### src/rtl/nibble_serial_subtractor.sv
// nibble_serial_subtractor: multi-cycle W-bit A - B - BIN, one SLICE-bit slice per clock.
// Ports: clk, rst_n (async, active-low); start/a/b/bin capture an operation when not busy;
// busy is high while slices compute; done pulses one cycle when diff/bout/zero/ovf update.
module nibble_serial_subtractor #(
  parameter int W = 8,
  parameter int SLICE = 4
) (
  input  logic         clk,
  input  logic         rst_n,
  input  logic         start,
  input  logic [W-1:0] a,
  input  logic [W-1:0] b,
  input  logic         bin,
  output logic         busy,
  output logic         done,
  output logic [W-1:0] diff,
  output logic         bout,
  output logic         zero,
  output logic         ovf
);
  localparam int NSLICE = W / SLICE;
  localparam int IW = NSLICE > 1 ? $clog2(NSLICE) : 1;
  localparam logic [1:0] IDLE = 2'd0;
  localparam logic [1:0] RUN  = 2'd1;
  localparam logic [1:0] DONE = 2'd2;
  logic [1:0] state;
  logic [W-1:0] op_a, op_b, acc, res;
  logic carry, accept, last, cin_msb;
  logic [IW-1:0] idx;
  logic [SLICE-1:0] a_s, b_n;
  logic [SLICE:0] sum;
  // Subtraction as a + ~b + carry; carry register holds the inverted borrow.
  always_comb begin
    a_s = op_a[idx*SLICE +: SLICE];
    b_n = ~op_b[idx*SLICE +: SLICE];
    sum = {1'b0, a_s} + {1'b0, b_n} + {{SLICE{1'b0}}, carry};
    // Carry into the MSB recovered from the MSB sum bit and its two operand bits.
    cin_msb = a_s[SLICE-1] ^ b_n[SLICE-1] ^ sum[SLICE-1];
    res = acc;
    res[idx*SLICE +: SLICE] = sum[SLICE-1:0];
  end
  assign accept = start && state != RUN;
  assign last = idx == IW'(NSLICE - 1);
  assign busy = state == RUN;
  assign done = state == DONE;
  always_ff @(posedge clk or negedge rst_n) begin
    if (!rst_n) begin
      state <= IDLE;
      op_a <= '0;
      op_b <= '0;
      acc <= '0;
      carry <= 1'b0;
      idx <= '0;
      diff <= '0;
      bout <= 1'b0;
      zero <= 1'b0;
      ovf <= 1'b0;
    end else if (accept) begin
      state <= RUN;
      op_a <= a;
      op_b <= b;
      carry <= ~bin;
      idx <= '0;
    end else if (state == RUN) begin
      acc <= res;
      carry <= sum[SLICE];
      idx <= idx + IW'(1);
      if (last) begin
        state <= DONE;
        diff <= res;
        bout <= ~sum[SLICE];
        zero <= res == '0;
        ovf <= cin_msb ^ sum[SLICE];
      end
    end else begin
      state <= IDLE;
    end
  end
endmodule

### config.mk
export PLATFORM = sky130hd
export DESIGN_NAME = nibble_serial_subtractor
export DESIGN_NICKNAME = d
export VERILOG_FILES = /design/src/rtl/nibble_serial_subtractor.sv
export SDC_FILE = /design/constraint.sdc
export NUM_CORES = 1
export LEC_CHECK = 0
export CORE_MARGIN = 2
export CORE_UTILIZATION = 40
export DETAILED_ROUTE_END_ITERATION = 7
export HOLD_SLACK_MARGIN = 0.12
export PLACE_DENSITY = 0.67
export SETUP_SLACK_MARGIN = 0.1
export SYNTH_ARGS = -nofsm -noshare
export SYNTH_HDL_FRONTEND = slang
export SYNTH_SLANG_ARGS = --single-unit
export TNS_END_PERCENT = 20
### constraint.sdc
create_clock -name clk -period 2.2 [get_ports clk]
set_input_delay 0.55 -clock clk [delete_from_list [all_inputs] [get_ports clk]]
set_output_delay 0.55 -clock clk [all_outputs]
set_load 0.02 [all_outputs]
Word-level counts from Yosys, hierarchy flattened. Index checks and enable logic that the tools add are counted.

Add/subtract/negate cells: 4. $mul: 0. Div/mod/pow operators: 0. Magnitude comparators: 0. Eq/ne operators: 4. Shift-type cells: 4. Muxes and demuxes: 8. Bitwise operators: 7. Reductions and logical operators: 5.

Operator list (number): negator 3 -> 34 bit (1); variable shift 4 x 34 -> 8 bit, first input constant (1); variable part select 4 x 34 -> 8 bit (1); variable part select 8 x 4 -> 4 bit (2); bitwise mux 8 bit (1); logical NOT 8 bit (1); 2-to-1 mux 2 bit (3); adder 4 x 4 -> 5 bit (1); adder 5 x 1 -> 5 bit (1); 2-to-1 mux 1 bit (4); NOT 4 bit (1); != test 3 x 1 -> 1 bit, second input constant (1); NOT 1 bit (3); AND reduction 3 bit (1); XOR 1 bit (3); equality test 2 x 1 -> 1 bit, second input constant (1); equality test 2 bit, second input constant (1); != test 2 x 1 -> 1 bit, second input constant (1); AND reduction 2 bit (1); nonzero test 2 bit (1); adder 1 bit, second input constant (1); logical AND 1 bit (1).

Bits in registers: 39. Latch bits: 0. RAM bits: 0. Memory bits (read-only): 0. Input bits: 20. Logic and storage cells: 42. Memories kept: 0.

Depth between registers and ports, before layout. Gate-level depths: netlist of the first run.

Depth in word-level cells: 7. Mapped depth: 9. Depth with buffers taken out: 8.

Worst setup path after synthesis of the first run. No wires, ideal clock.

Path type: register to register. Start: register idx. End: register zero. Data arrival time: 2.325 ns. Data required time: 2.079 ns. Setup slack: -0.246 ns. Cell stages (with the launch flop): 10. Path buffers: 1. Cells stage by stage: dfrtp_1 > buf_2 > mux2_2 > fa_1 > inv_1 > fa_1 > or4b_1 > nor3_1 > and3_1 > a22o_1.

Cells in the longest elaborated chain, start to end: 7. Elaborated cells between the ends (all ways): 11. Classes of those cells: add/sub (3); shift (4); mux (1); bitwise (1); reduce/logical (2).

RTL lines: from (decl) (RTL line 29) `logic [IW-1:0] idx;`; from (signal assigned) (RTL line 67) `idx <= idx + IW'(1);`; variable part select 8 x 4 -> 4 bit (RTL line 35) `b_n = ~op_b[idx*SLICE +: SLICE];`; NOT 4 bit (RTL line 35); adder 4 x 4 -> 5 bit (RTL line 36) `sum = {1'b0, a_s} + {1'b0, b_n} + {{SLICE{1'b0}}, carry};`; adder 5 x 1 -> 5 bit (RTL line 36); variable part select 4 x 34 -> 8 bit (RTL line 40) `res[idx*SLICE +: SLICE] = sum[SLICE-1:0];`; bitwise mux 8 bit (RTL line 40); logical NOT 8 bit (RTL line 72) `zero <= res == '0;`; to (signal assigned) (RTL line 56) `zero <= 1'b0;`; to (signal assigned) (RTL line 72); to (decl) (RTL line 18) `output logic zero,`.

Parallel ways exist; a longest one is shown, timed or not. A chain may end at the register's enable or synchronous reset.

Worst setup path after layout of the first run. Same ends and word-level chain as after synthesis.

==> results_dict.tcl, run 1 <==
set metrics [dict create \
    grt-ovfl-total 0 \
    drc_errors 0 \
    yosysMostFrequentCell "dfrtp_1" \
    synthCells 125 \
    finalMaxSlewViolations 0 \
    max_cap_violations 0 \
    rows 23 \
    worst-r2r-setup-slack_ps -190 \
    netlist_area_sq_mm 0.00164 \
    grt_pass1_vias 1076 \
    leakagePower_nw 1.03 \
    drive_gt1_share_pct 31.7 \
    async_reset_ff_share_pct 100 \
    clkLatencyLatePin_ps 280 \
    crit_path_max_fanout 3 \
    grt_usage_pct 14.3 \
    placed_area_sq_mm 0.00201 \
    reg2reg_from "idx" \
    synth_top_area_share_pct 53.4 \
    cts.sinks 35 \
    finalHoldViolCount 0 \
    path_buf_inv 1 \
    cp-startpoint "idx" \
    numCtsBuffers 5 \
    fin_util_pct 55.4 \
    grt.busiest_layer "met2" \
    coreArea_sq_mm 0.00397 \
    path_depth 8 \
    synth_common_cells "dfrtp_1, mux2_2, nand2_1" \
    ant_nets 0 \
    timing.rr.end "zero" \
    worst_pin_slew_ps 529 \
    ir_worst_vdd_uv 751 \
    start_util_pct 41.3 \
    start_kind "flop" \
    clk_pin_slew_ps 60 \
    finalClockSkew_ps 5.14 \
    max-slew-margin-rel_pct 64.6 \
    drt_iter0_drc 55 \
    final_cell_area_sq_mm 0.00220 \
    fin_crit_ps 2390 \
    hp-class "reg -> reg" \
    io-pin-count 33 \
    area_growth_pct 34.1 \
    grt_use_met1_pct 17.3 \
    post-dp-hpwl_um 2140 \
    crit_arrival_ps 2600 \
    wl_per_cell_um 13.1 \
    powerDensity_mw_per_mm2 1830 \
    cts_tree "yes" \
    die_x_um 68.1 \
    outcome "finished with violations" \
    diodes 0 \
    antenna_found_initial 0 \
    yosys.area.top_type "dfrtp_1" \
    dieArea_sq_mm 0.00463 \
    violations "setup timing" \
    crit_type "reg -> reg" \
    end_kind "flop" \
    synth_nets 150 \
    synth_edf_count 0 \
    drtPass1Iterations 4 \
    final_nets 191 \
    critical-path-top-delay-family "simple AND/OR/NAND/NOR gates" \
    cts_max_level 2 \
    crit_path_end "zero" \
    globalRouteMet3Util_pct 4.11 \
    grt_max_degree 36 \
    ys_warn_count 0 \
    fmax_ghz 0.419 \
    post_synth_num_cell_types 25 \
    seq_area_frac_synth_pct 53.4 \
    grt_use_met2_pct 24.5 \
    period_share_pct 108 \
    place.gp.congestion 0.789 \
    dr_total_vias 1014 \
    port_buffers 32 \
    p_total_w 0.00402 \
    cpMaxStageDelayCell "fa_1" \
    fin_ws_ps -186 \
    die_h_um 68.1 \
    synth_area_leaders "dfrtp_1, mux2_2, mux2_4" \
    yosys_most_used_dff "dfrtp_1" \
    cp_cell_sequence "mux2i_2 > fa_2 > inv_2 > fa_1 > or4b_4 > nor3_2 > and3_1 > a22o_1" \
    vias_per_cell 4.67 \
    setup_viol 1 \
    grt_pass1_wl_um 4940 \
    ctsLongestPathBuffers 2 \
    dp_slack_ps -141 \
    ys_seq_elements 35 \
    avgSynthCellArea_sq_um 13.1 \
    hold_buffers 0 \
    critPathMaxStageDelay_ps 500 \
    reg2regPathDepth 8 \
    crit_required_ps 2410 \
    wirelength_um 2830 \
    clockRootBuffer "clkbuf_8" \
    rsz0062_at_grt "true" \
]
registers in the layout, summed over array words and instances, names as in the netlist, 2 cells and up:
register and count:
op_a 8, op_b 8, state 2, acc 4
diff 8
worst min path at each step:
stage          slack [ps]    start       to  cells after the start
2_1_floorplan         250    rst_n   acc[0]                      0
3_3_place_gp          460  diff[4]  diff[4]                      2
3_5_place_dp          470  diff[4]  diff[4]                      2
4_1_cts               490  diff[4]  diff[4]                      2
5_1_grt               510  diff[4]  diff[4]                      2
6_report              480  diff[4]  diff[4]                      2
metal layers:
layer | wire [um] | part of all wire [%] | vias to the layer above
met3 | 134 | 4.7 | 0
met5 | 0 | 0 | -
met1 | 1230 | 43 | 488
met4 | 0 | 0 | 0
li1 | - | - | 500
met2 | 1470 | 52 | 26
kinds of logic after synthesis:
logic type / synth area share, %
flops: 53.4
fa+ha+maj: 4.73
mux: 22.4
compound gates: 4.50
simple gates: 8.61
xor+xnor: 1.60
buf+inv: 4.80
layout by cell type (no fill, tap or decap), types with 2 or more instances in the layout:
cell and n:
buf_4 7, ha_1 3, nand2_1 14, inv_1 4, nand2b_1 2, clkbuf_8 7
nor2_1 5, clkdlybuf4s50_1 31, o21ai_0 7, mux2i_1 3, a21oi_2 2, mux2_4 11
dfrtp_1 35, mux2i_2 2, a21o_1 2, xor2_1 2, mux2_2 13
stage by stage:
step	cells	TNS, ps	hold WS, ps
after floorplan	125	-109	254
after global placement	205	-93.7	459
after detailed placement	205	-247	470
after CTS	213	-148	486
after global routing	217	-355	506
final	217	-186	479
worst register-to-register path, stage by stage, from the launching register on:
cell	delay, ps
dfrtp_1	420
mux2i_2	260
fa_2	250
inv_2	40
fa_1	500
or4b_4	460
nor3_2	120
and3_1	170
a22o_1	110
power breakdown:
group | leakage [nW] | switching (W) | internal [W]
Combinational | 0.560 | 0.00108 | 0.00126
Sequential | 0.422 | 0.000213 | 0.000980
Clock | 0.0515 | 0.000210 | 0.000285
Total | 1.03 | 0.00150 | 0.00252
area by class of cell:
cell class	count	area [sq um]
Clock buffer	8	100
Fill cell	328	1770
Inverter	5	18.8
Multi-Input combinational cell	78	737
Sequential cell	35	876
Tap cell	50	62.6
Timing Repair Buffer	41	407
repair_timing:
item                       in CTS  in global routing
cloned                          0                  0
gates resized for setup         8                  5
setup endpoints to repair       6                  7
setup buffers                   0                  4
pin swaps                       1                  7
(Power assumes the default switching activity.)
==> inputs of run 2 (changes only) <==
--- a/config.mk
+++ b/config.mk
@@ -6,10 +6,10 @@
 export NUM_CORES = 1
 export LEC_CHECK = 0
 export CORE_MARGIN = 2
-export CORE_UTILIZATION = 40
+export CORE_UTILIZATION = 25
 export DETAILED_ROUTE_END_ITERATION = 7
 export HOLD_SLACK_MARGIN = 0.12
-export PLACE_DENSITY = 0.67
+export PLACE_DENSITY = 0.45
 export SETUP_SLACK_MARGIN = 0.1
 export SYNTH_ARGS = -nofsm -noshare
 export SYNTH_HDL_FRONTEND = slang
==> constraint.sdc (replaced) <==
create_clock -name clk -period 3 [get_ports clk]
set_input_delay 0.75 -clock clk [delete_from_list [all_inputs] [get_ports clk]]
set_output_delay 0.75 -clock clk [all_outputs]
set_load 0.02 [all_outputs]
==> run 2 against run 1 <==
  * Sequential share of layout area is 1.6 points higher
  * The run now ends clean
  * Via count shrank 0.69%
  * Cell count rose by 9.2%
  * Critical endpoint unchanged
==> results_dict.tcl, run 2 (synthesis gave the netlist of run 1 again) <==
set metrics [dict create \
    start_kind "flop" \
    ant_nets 0 \
    timing.hold.ws_ps 485 \
    fmax_ghz 0.423 \
    ctsLongestPathBuffers 2 \
    clk_pin_slew_ps 70 \
    port_buffers 32 \
    cts.sinks 35 \
    cts_tree "yes" \
    fill_cells 631 \
    outcome "finished, final reports clean" \
    rows 29 \
    wl_per_cell_um 12.8 \
    dr_total_vias 1007 \
    setup_viol 0 \
    critPathMaxStageDelay_ps 540 \
    finalHoldViolCount 0 \
    multi_input_area_sq_um 687 \
    area_growth_pct 28.7 \
    crit_arrival_ps 2590 \
    rsz0062_at_grt "false" \
    powerDensity_mw_per_mm2 1270 \
    finalMaxSlewViolations 0 \
    worst_pin_slew_ps 545 \
    period_share_pct 78.8 \
    critical-path-top-delay-family "simple AND/OR/NAND/NOR gates" \
    clkLatencyLatePin_ps 280 \
    clockRootBuffer "clkbuf_8" \
    dp.cells 229 \
    die_x_um 85.0 \
    dieArea_sq_mm 0.00723 \
    leakagePower_nw 0.978 \
    io-pin-count 33 \
    drtPass1Iterations 3 \
    post-dp-hpwl_um 2300 \
    layout_commonest_cell "dfrtp_1" \
    cts_max_level 2 \
    wirelength_um 3040 \
    cts_resized 0 \
    max-slew-margin-rel_pct 63.6 \
    drt_iter0_drc 21 \
    fin_setup_tns_ps 0 \
    seq_area_sq_um 876 \
    cts_setup_buffers 0 \
    place.gp.congestion 0.736 \
    coreArea_sq_mm 0.00635 \
    grt_pass1_vias 1150 \
    hp-class "reg -> reg" \
    grt-ovfl-total 0 \
    path_buf_inv 2 \
    start_util_pct 25.9 \
    final_nets 184 \
    drc_errors 0 \
    ir_worst_vdd_uv 472 \
    most-common-layout-cells "dfrtp_1, clkdlybuf4s50_1, mux2_2, nand2_1, mux2_4" \
    finalClockSkew_ps 5.35 \
    end_kind "flop" \
    largestRegisters "diff x8, op_a x8, op_b x8" \
    layout.cells.non_filler 237 \
    grt_pass1_wl_um 5450 \
    drive_gt1_share_pct 22.5 \
    hold_buffers 0 \
    fin_crit_ps 2360 \
    crit_required_ps 3220 \
    crit_path_max_fanout 9 \
    die_h_um 85.0 \
    cpMaxStageDelayCell "fa_1" \
    max_cap_violations 0 \
    crit_type "reg -> reg" \
    cp_cell_sequence "buf_4 > mux2i_1 > inv_1 > fa_1 > or4b_1 > nor3_1 > and3_1 > a22o_1" \
    grt_usage_pct 9.56 \
    diodes 0 \
    numCtsBuffers 5 \
    vias_per_cell 4.25 \
    grt_max_degree 36 \
    antenna_found_initial 0 \
]
-- run 2: cell types whose count changed in the layout (fill, tap and decap cells not counted), sizes merged --
cell / delta
buf: -7
clkdlybuf4s50: +1
dlymetal6s2s: -1
-- run 2: where the power goes --
group          switching, W  internal, W  leakage, nW
Clock              0.000162     0.000209       0.0515
Sequential         0.000141     0.000718        0.422
Combinational      0.000715     0.000727        0.504
-- run 2: per-stage QoR --
stage	utilization [%]	instance area, sq um	setup WS (ps)	total power, W
final	33.3	2110	636	0.00267
after global routing	33.3	2110	500	0.00291
after CTS	33.3	2110	632	0.00272
after detailed placement	31.7	2010	646	0.00234
after global placement	31.7	2010	679	0.00231
after floorplan	-	1640	554	0.00193
-- run 2: per-layer routing --
| metal | track usage [%] | vias up | part of all wire [%] | wire length, um |
|---|---|---|---|---|
| li1 | - | 488 | - | - |
| met1 | 12.1 | 488 | 46 | 1390 |
| met2 | 14.6 | 27 | 47 | 1420 |
| met3 | 3.99 | 4 | 6.2 | 187 |
| met4 | 3.61 | 0 | 1.3 | 40 |
| met5 | 0 | - | 0 | 0 |
-- run 2: final cells by class --
class / instances / area share, %
clock buffers: 8 / 4.74
inverters: 5 / 0.888
multi-input cells: 78 / 32.5
flip-flops and latches: 35 / 41.4
well taps: 77 / 4.56
repair buffers: 34 / 15.9
-- run 2: worst paths after layout --
check	startpoint	to	slack [ps]	cells past startpoint
max	idx	zero	640	8
min	diff[6]	diff[6]	480	1
max reg2reg	idx	zero	640	8
min reg2reg	diff[6]	diff[6]	480	1
max in group asynchronous	rst_n	op_b[1]	1800	2
min in group asynchronous	rst_n	diff[2]	880	2
